<file path="config.mk">
export PLATFORM = sky130hd
export DESIGN_NAME = ifetch_unit_flat
export DESIGN_NICKNAME = d
export VERILOG_FILES = /design/src/rtl/ifetch_unit_if.sv /design/src/rtl/ifetch_unit.sv /design/src/flat_wrapper.sv
export SDC_FILE = /design/constraint.sdc
export NUM_CORES = 1
export LEC_CHECK = 0
export ABC_AREA = 1
export BUFFER_PORTS_ARGS = -buffer_cell sky130_fd_sc_hd__clkbuf_2
export CAP_MARGIN = 25
export CORE_UTILIZATION = 46
export CTS_BUF_LIST = sky130_fd_sc_hd__clkbuf_8
export DETAILED_ROUTE_END_ITERATION = 16
export GPL_ROUTABILITY_DRIVEN = 0
export HOLD_SLACK_MARGIN = 0.06
export PLACE_DENSITY = 0.77
export SYNTH_ARGS = -nofsm -noshare
export SYNTH_HDL_FRONTEND = slang
export SYNTH_SLANG_ARGS = --single-unit
</file>
<file path="constraint.sdc">
create_clock -name clk -period 4.2 [get_ports clk]
set_input_delay 0.63 -clock clk [delete_from_list [all_inputs] [get_ports clk]]
set_output_delay 0.63 -clock clk [all_outputs]
set_load 0.01 [all_outputs]
</file>
<file path="src/rtl/ifetch_unit_if.sv">
// ifetch_unit_if
//   Instruction-memory fetch handshake between the fetch stage and the
//   instruction memory.
//   imem_req   : fetch request, driven by the fetch stage
//   imem_addr  : word-aligned fetch address, driven by the fetch stage
//   imem_ready : memory presents imem_rdata this cycle (meaningful only while imem_req=1)
//   imem_rdata : instruction word returned by memory
//   master modport : fetch stage side
//   slave modport  : memory side
interface ifetch_unit_if;
    logic        imem_req;
    logic [31:0] imem_addr;
    logic        imem_ready;
    logic [31:0] imem_rdata;

    modport master (
        output imem_req,
        output imem_addr,
        input  imem_ready,
        input  imem_rdata
    );

    modport slave (
        input  imem_req,
        input  imem_addr,
        output imem_ready,
        output imem_rdata
    );
endinterface

</file>
<file path="src/rtl/ifetch_unit.sv">
// ifetch_unit
//   Instruction fetch stage. Owns the program counter, fetches one word at a
//   time over the imem request/ready handshake, holds it for decode and, when
//   the datapath retires it, computes the next PC from jump / branch / bne and
//   the ALU zero flag.
//   clk, reset    : single clock, asynchronous active-high reset
//   imem          : fetch handshake (master side)
//   instr         : held instruction for decode/datapath
//   instr_valid   : instr is valid and awaiting retire
//   pc            : address of the current / being-fetched instruction
//   pcplus4       : pc + 4, combinational
//   retire        : datapath completes the current instruction this cycle
//   branch, BranchBne, jump, zero : next-PC controls, sampled on the retire cycle
//   retired_count : number of retired instructions (wraps)
module ifetch_unit #(
    parameter logic [31:0] PC_RESET = 32'h0000_0000
) (
    input  logic          clk,
    input  logic          reset,
    ifetch_unit_if.master imem,
    output logic [31:0]   instr,
    output logic          instr_valid,
    output logic [31:0]   pc,
    output logic [31:0]   pcplus4,
    input  logic          retire,
    input  logic          branch,
    input  logic          BranchBne,
    input  logic          jump,
    input  logic          zero,
    output logic [31:0]   retired_count
);

    typedef enum logic [1:0] {
        START,
        FETCH,
        HOLD
    } state_t;

    state_t      state_q;
    logic [31:0] pc_q;
    logic [31:0] instr_q;
    logic [31:0] count_q;
    logic        req_q;
    logic        valid_q;

    logic        pcsrc;
    logic [31:0] branch_off;
    logic [31:0] jump_target;
    logic [31:0] next_pc_d;

    assign pcplus4 = pc_q + 32'd4;

    // Next PC is only consumed on a HOLD+retire edge, so X control inputs
    // elsewhere never reach state.
    always_comb begin
        // NOTE: every variable gets a default before any condition so no path
        // leaves it unassigned, which would infer a latch.
        next_pc_d   = pcplus4;
        pcsrc       = (branch & zero) | (BranchBne & ~zero);
        branch_off  = {{14{instr_q[15]}}, instr_q[15:0], 2'b00};
        jump_target = {pcplus4[31:28], instr_q[25:0], 2'b00};
        if (jump) begin
            next_pc_d = jump_target;
        end else if (pcsrc) begin
            next_pc_d = pcplus4 + branch_off;
        end
    end

    // Single-process FSM: imem_req and instr_valid are registered alongside
    // the state so they change exactly on the transition edge.
    always_ff @(posedge clk or posedge reset) begin
        if (reset) begin
            state_q <= START;
            pc_q    <= PC_RESET;
            instr_q <= 32'h0;
            count_q <= 32'h0;
            req_q   <= 1'b0;
            valid_q <= 1'b0;
        end else begin
            // NOTE: non-blocking assignments so every register samples the
            // pre-edge values, independent of statement order.
            case (state_q)
                START: begin
                    state_q <= FETCH;
                    req_q   <= 1'b1;
                end
                FETCH: begin
                    if (imem.imem_ready) begin
                        instr_q <= imem.imem_rdata;
                        req_q   <= 1'b0;
                        valid_q <= 1'b1;
                        state_q <= HOLD;
                    end
                end
                HOLD: begin
                    if (retire) begin
                        pc_q    <= next_pc_d;
                        count_q <= count_q + 32'd1;
                        valid_q <= 1'b0;
                        req_q   <= 1'b1;
                        state_q <= FETCH;
                    end
                end
                default: begin
                    state_q <= START;
                    req_q   <= 1'b0;
                    valid_q <= 1'b0;
                end
            endcase
        end
    end

    assign imem.imem_req  = req_q;
    assign imem.imem_addr = pc_q;
    assign instr          = instr_q;
    assign instr_valid    = valid_q;
    assign pc             = pc_q;
    assign retired_count  = count_q;

endmodule

</file>
<file path="src/flat_wrapper.sv">
// flat-port wrapper written by rule: the top's interface ports become plain ports
module ifetch_unit_flat 
#(
    parameter logic [31:0] PC_RESET = 32'h0000_0000
)
  (clk, reset, instr, instr_valid, pc, pcplus4, retire, branch, BranchBne, jump, zero, retired_count, imem_imem_req, imem_imem_addr, imem_imem_ready, imem_imem_rdata);
  ifetch_unit_if imem_i ();
  input  logic clk;
  input  logic reset;
  output logic [31:0] instr;
  output logic instr_valid;
  output logic [31:0] pc;
  output logic [31:0] pcplus4;
  input  logic retire;
  input  logic branch;
  input  logic BranchBne;
  input  logic jump;
  input  logic zero;
  output logic [31:0] retired_count;
  output wire logic [$bits(imem_i.imem_req)-1:0] imem_imem_req;
  output wire logic [$bits(imem_i.imem_addr)-1:0] imem_imem_addr;
  input wire logic [$bits(imem_i.imem_ready)-1:0] imem_imem_ready;
  input wire logic [$bits(imem_i.imem_rdata)-1:0] imem_imem_rdata;
  assign imem_imem_req = imem_i.imem_req;
  assign imem_imem_addr = imem_i.imem_addr;
  assign imem_i.imem_ready = imem_imem_ready;
  assign imem_i.imem_rdata = imem_imem_rdata;
  ifetch_unit #(.PC_RESET(PC_RESET)) u_core (.clk(clk), .reset(reset), .imem(imem_i), .instr(instr), .instr_valid(instr_valid), .pc(pc), .pcplus4(pcplus4), .retire(retire), .branch(branch), .BranchBne(BranchBne), .jump(jump), .zero(zero), .retired_count(retired_count));
endmodule
</file>
==> impl_metrics.toml <==
[floorplan]
start_util_pct = 47.2
die_x_um = 133
rows = 47
die_area_sq_mm = 0.0176
fp.dieH_um = 133
core_sq_mm = 0.0166
io-pin-count = 202

[hold_path]
hp-class = "input pin to async pin"

[placement]
place_worst_setup_slack_ps = 661
dp_hpwl_um = 19900
placed_area_sq_mm = 0.00888
dpl.cell_count = 1536
port_buffers = 195

[timing]
max_freq_mhz = 275
worst_slew_pin_slew_ps = 856
drv_slew = 0
setup_violations = 0
finalCritPeriodShare_pct = 86.6
fin_setup_tns_ps = 0
maxSlewHeadroom_pct = 42.9
post-route-min-period_ps = 3640
hold_violations = 0
rsz0062_at_grt = "false"
finClkSkew_ps = 11.7
fin_hold_ws_ps = 185
final.setup.worst_slack_ps = 563

[logic_synthesis]
ys_seq_elements = 97
yosysSeqAreaShare_pct = 30.9
netlist_area_sq_mm = 0.00786
synth_edf_count = 0
async_flop_share_pct = 100
ys_warn_count = 0
syn_inst = 1162
ys.flop_type = "dfrtp_1"
syn_avg_cell_area_sq_um = 6.77
ys_types = 49

[setup_path]
r2r_end = "u_core.imem.imem_addr[21]"
r2r-start = "u_core.imem.imem_addr[2]"
critPathRequiredTime_ps = 4500
critical_path_class = "flop to flop"
critical_path_arrival_ps = 3930
critical_path.startpoint_type = "flop"
r2r_slack_ps = 560
critPathLaunch = "u_core.imem.imem_addr[2]"
path_max_fanout = 7
end_kind = "flop"
reg2reg_depth = 19

[routing]
wirelength_um = 25000
wl_per_cell_um = 16.1
top_layer = "met4"
met1_length_um = 10600
dr.pass1.iters = 5
viasPerCell = 5.31
wl_met3_um = 2260
wl_met2_um = 11100
detail-route-antenna-nets = 0
drtIter0Drc = 638
drc = 0
num_vias = 8248

[pwr]
finalPower_mw = 7.49
powerDensity_mw_per_mm2 = 825
power.leakage_nw = 5.18
ir_worst_vdd_v = 0.000489

[global_route]
first_global_vias = 7514
grt_usage_pct = 28.6
grt_overflow = 0
grt_max_degree = 61
grt_antenna_before_repair = 0
grt_pass1_wl_um = 38800

[layout]
design_area_sq_mm = 0.00907
area_growth_pct = 15.4
stdcell_count = 1552
final_cell_mix = "nand2_1 (360), clkbuf_2 (195), inv_1 (182)"
drive_gt1_share_pct = 19.8
final_core_util_pct = 54.5
antenna_cells = 0
finalNetCount = 1405
layout_commonest_cell = "nand2_1"

[cts]
cts_tree = "built"
postCtsSetupBuffers = 0
cts-root-buf = "clkbuf_8"
holdBufCountCts = 0
clk_latency_ps = 390
clock-sinks = 97
cts_buffers = 9
cts_max_path_buffers = 2
htree_levels = 3
clk_pin_slew_ps = 110
cts_resized = 0

[status]
status = "finished clean"

[flow_run]
maxCapViolations = 0
[kinds of logic (layout without fill, tap and decap cells)]
| family | Yosys count | count (layout) | synth area share, % |
|---|---|---|---|
| flops | 97 | 97 | 30.9 |
| buf+inv | 239 | 404 | 13.2 |
| compound gates | 120 | 120 | 8.58 |
| mux | 22 | 22 | 3.15 |
| fa+ha+maj | 38 | 38 | 6.14 |
| simple gates | 596 | 596 | 32.5 |
| xor+xnor | 49 | 49 | 5.46 |
| other cells | 1 | 6 | 0.0477 |
[state kept, by name (all words and copies together) (netlist names)]
register and cells:
u_core.retired_count 32, u_core.imem.imem_addr 30, u_core.state_q 2, u_core.instr 32, u_core.instr_valid 1
[cell usage after synthesis (all sizes together) (4+ instances only)]
| library cell | count | area [sq um] |
|---|---|---|
| nand2 | 362 | 1360 |
| inv | 185 | 694 |
| dfrtp | 97 | 2430 |
| nor2 | 96 | 398 |
| nand3 | 83 | 428 |
| a21oi | 68 | 340 |
| buf | 43 | 302 |
| ha | 37 | 463 |
| xor2 | 37 | 324 |
| o21ai | 25 | 125 |
| mux2 | 22 | 248 |
| nand4 | 20 | 146 |
| nor3 | 20 | 121 |
| xnor2 | 12 | 105 |
| clkbuf | 10 | 37.5 |
| o21bai | 7 | 52.6 |
| a21boi | 5 | 37.5 |
| nand3b | 5 | 37.5 |
| and2 | 4 | 25.0 |
| o211ai | 4 | 30.0 |
[critical path, cell delays in order, from the launching register on]
cell and delay [ps]:
dfrtp_1 480, ha_1 220, nand2_1 60, nor2_1 200
nand2_1 140, nor2_4 200, nand2_2 130, nor2_2 210
xnor2_1 210, inv_1 130, ha_1 410, nand2_1 130
nor2_1 240, inv_1 70, o21ai_0 300, inv_1 100
nand3_1 100, nand3_1 80, nand3_1 100, nand2_1 50
[report_power, final]
part | total, mW | internal (mW) | switching, mW
sequential | 1.75 | 1.25 | 0.506
combinational | 5.11 | 1.83 | 3.28
clock | 0.623 | 0.227 | 0.396
[final cells by class]
| class | instances | area, sq um |
|---|---|---|
| Clock buffer | 9 | 124 |
| Inverter | 186 | 701 |
| Fill cell | 1646 | 7570 |
| Tap cell | 220 | 275 |
| Sequential cell | 97 | 2430 |
| Clock inverter | 7 | 66.3 |
| Timing Repair Buffer | 202 | 1060 |
| Multi-Input combinational cell | 831 | 4420 |
[metal layers]
metal,vias up,global-route usage [%]
met5,-,0
met4,0,13.2
met3,71,4.87
met2,447,45.6
met1,3763,38.0
li1,3967,-
[worst max path at each step]
stage	to	slack, ps	depth (start not counted)
4_1_cts	u_core.imem.imem_addr[21]	650	19
3_3_place_gp	u_core.imem.imem_addr[21]	740	19
3_5_place_dp	u_core.imem.imem_addr[21]	660	19
5_1_grt	u_core.imem.imem_addr[21]	200	19
2_1_floorplan	u_core.imem.imem_addr[10]	1040	1
6_report	u_core.imem.imem_addr[21]	560	19
No activity file was read; power rests on OpenSTA's default activity.
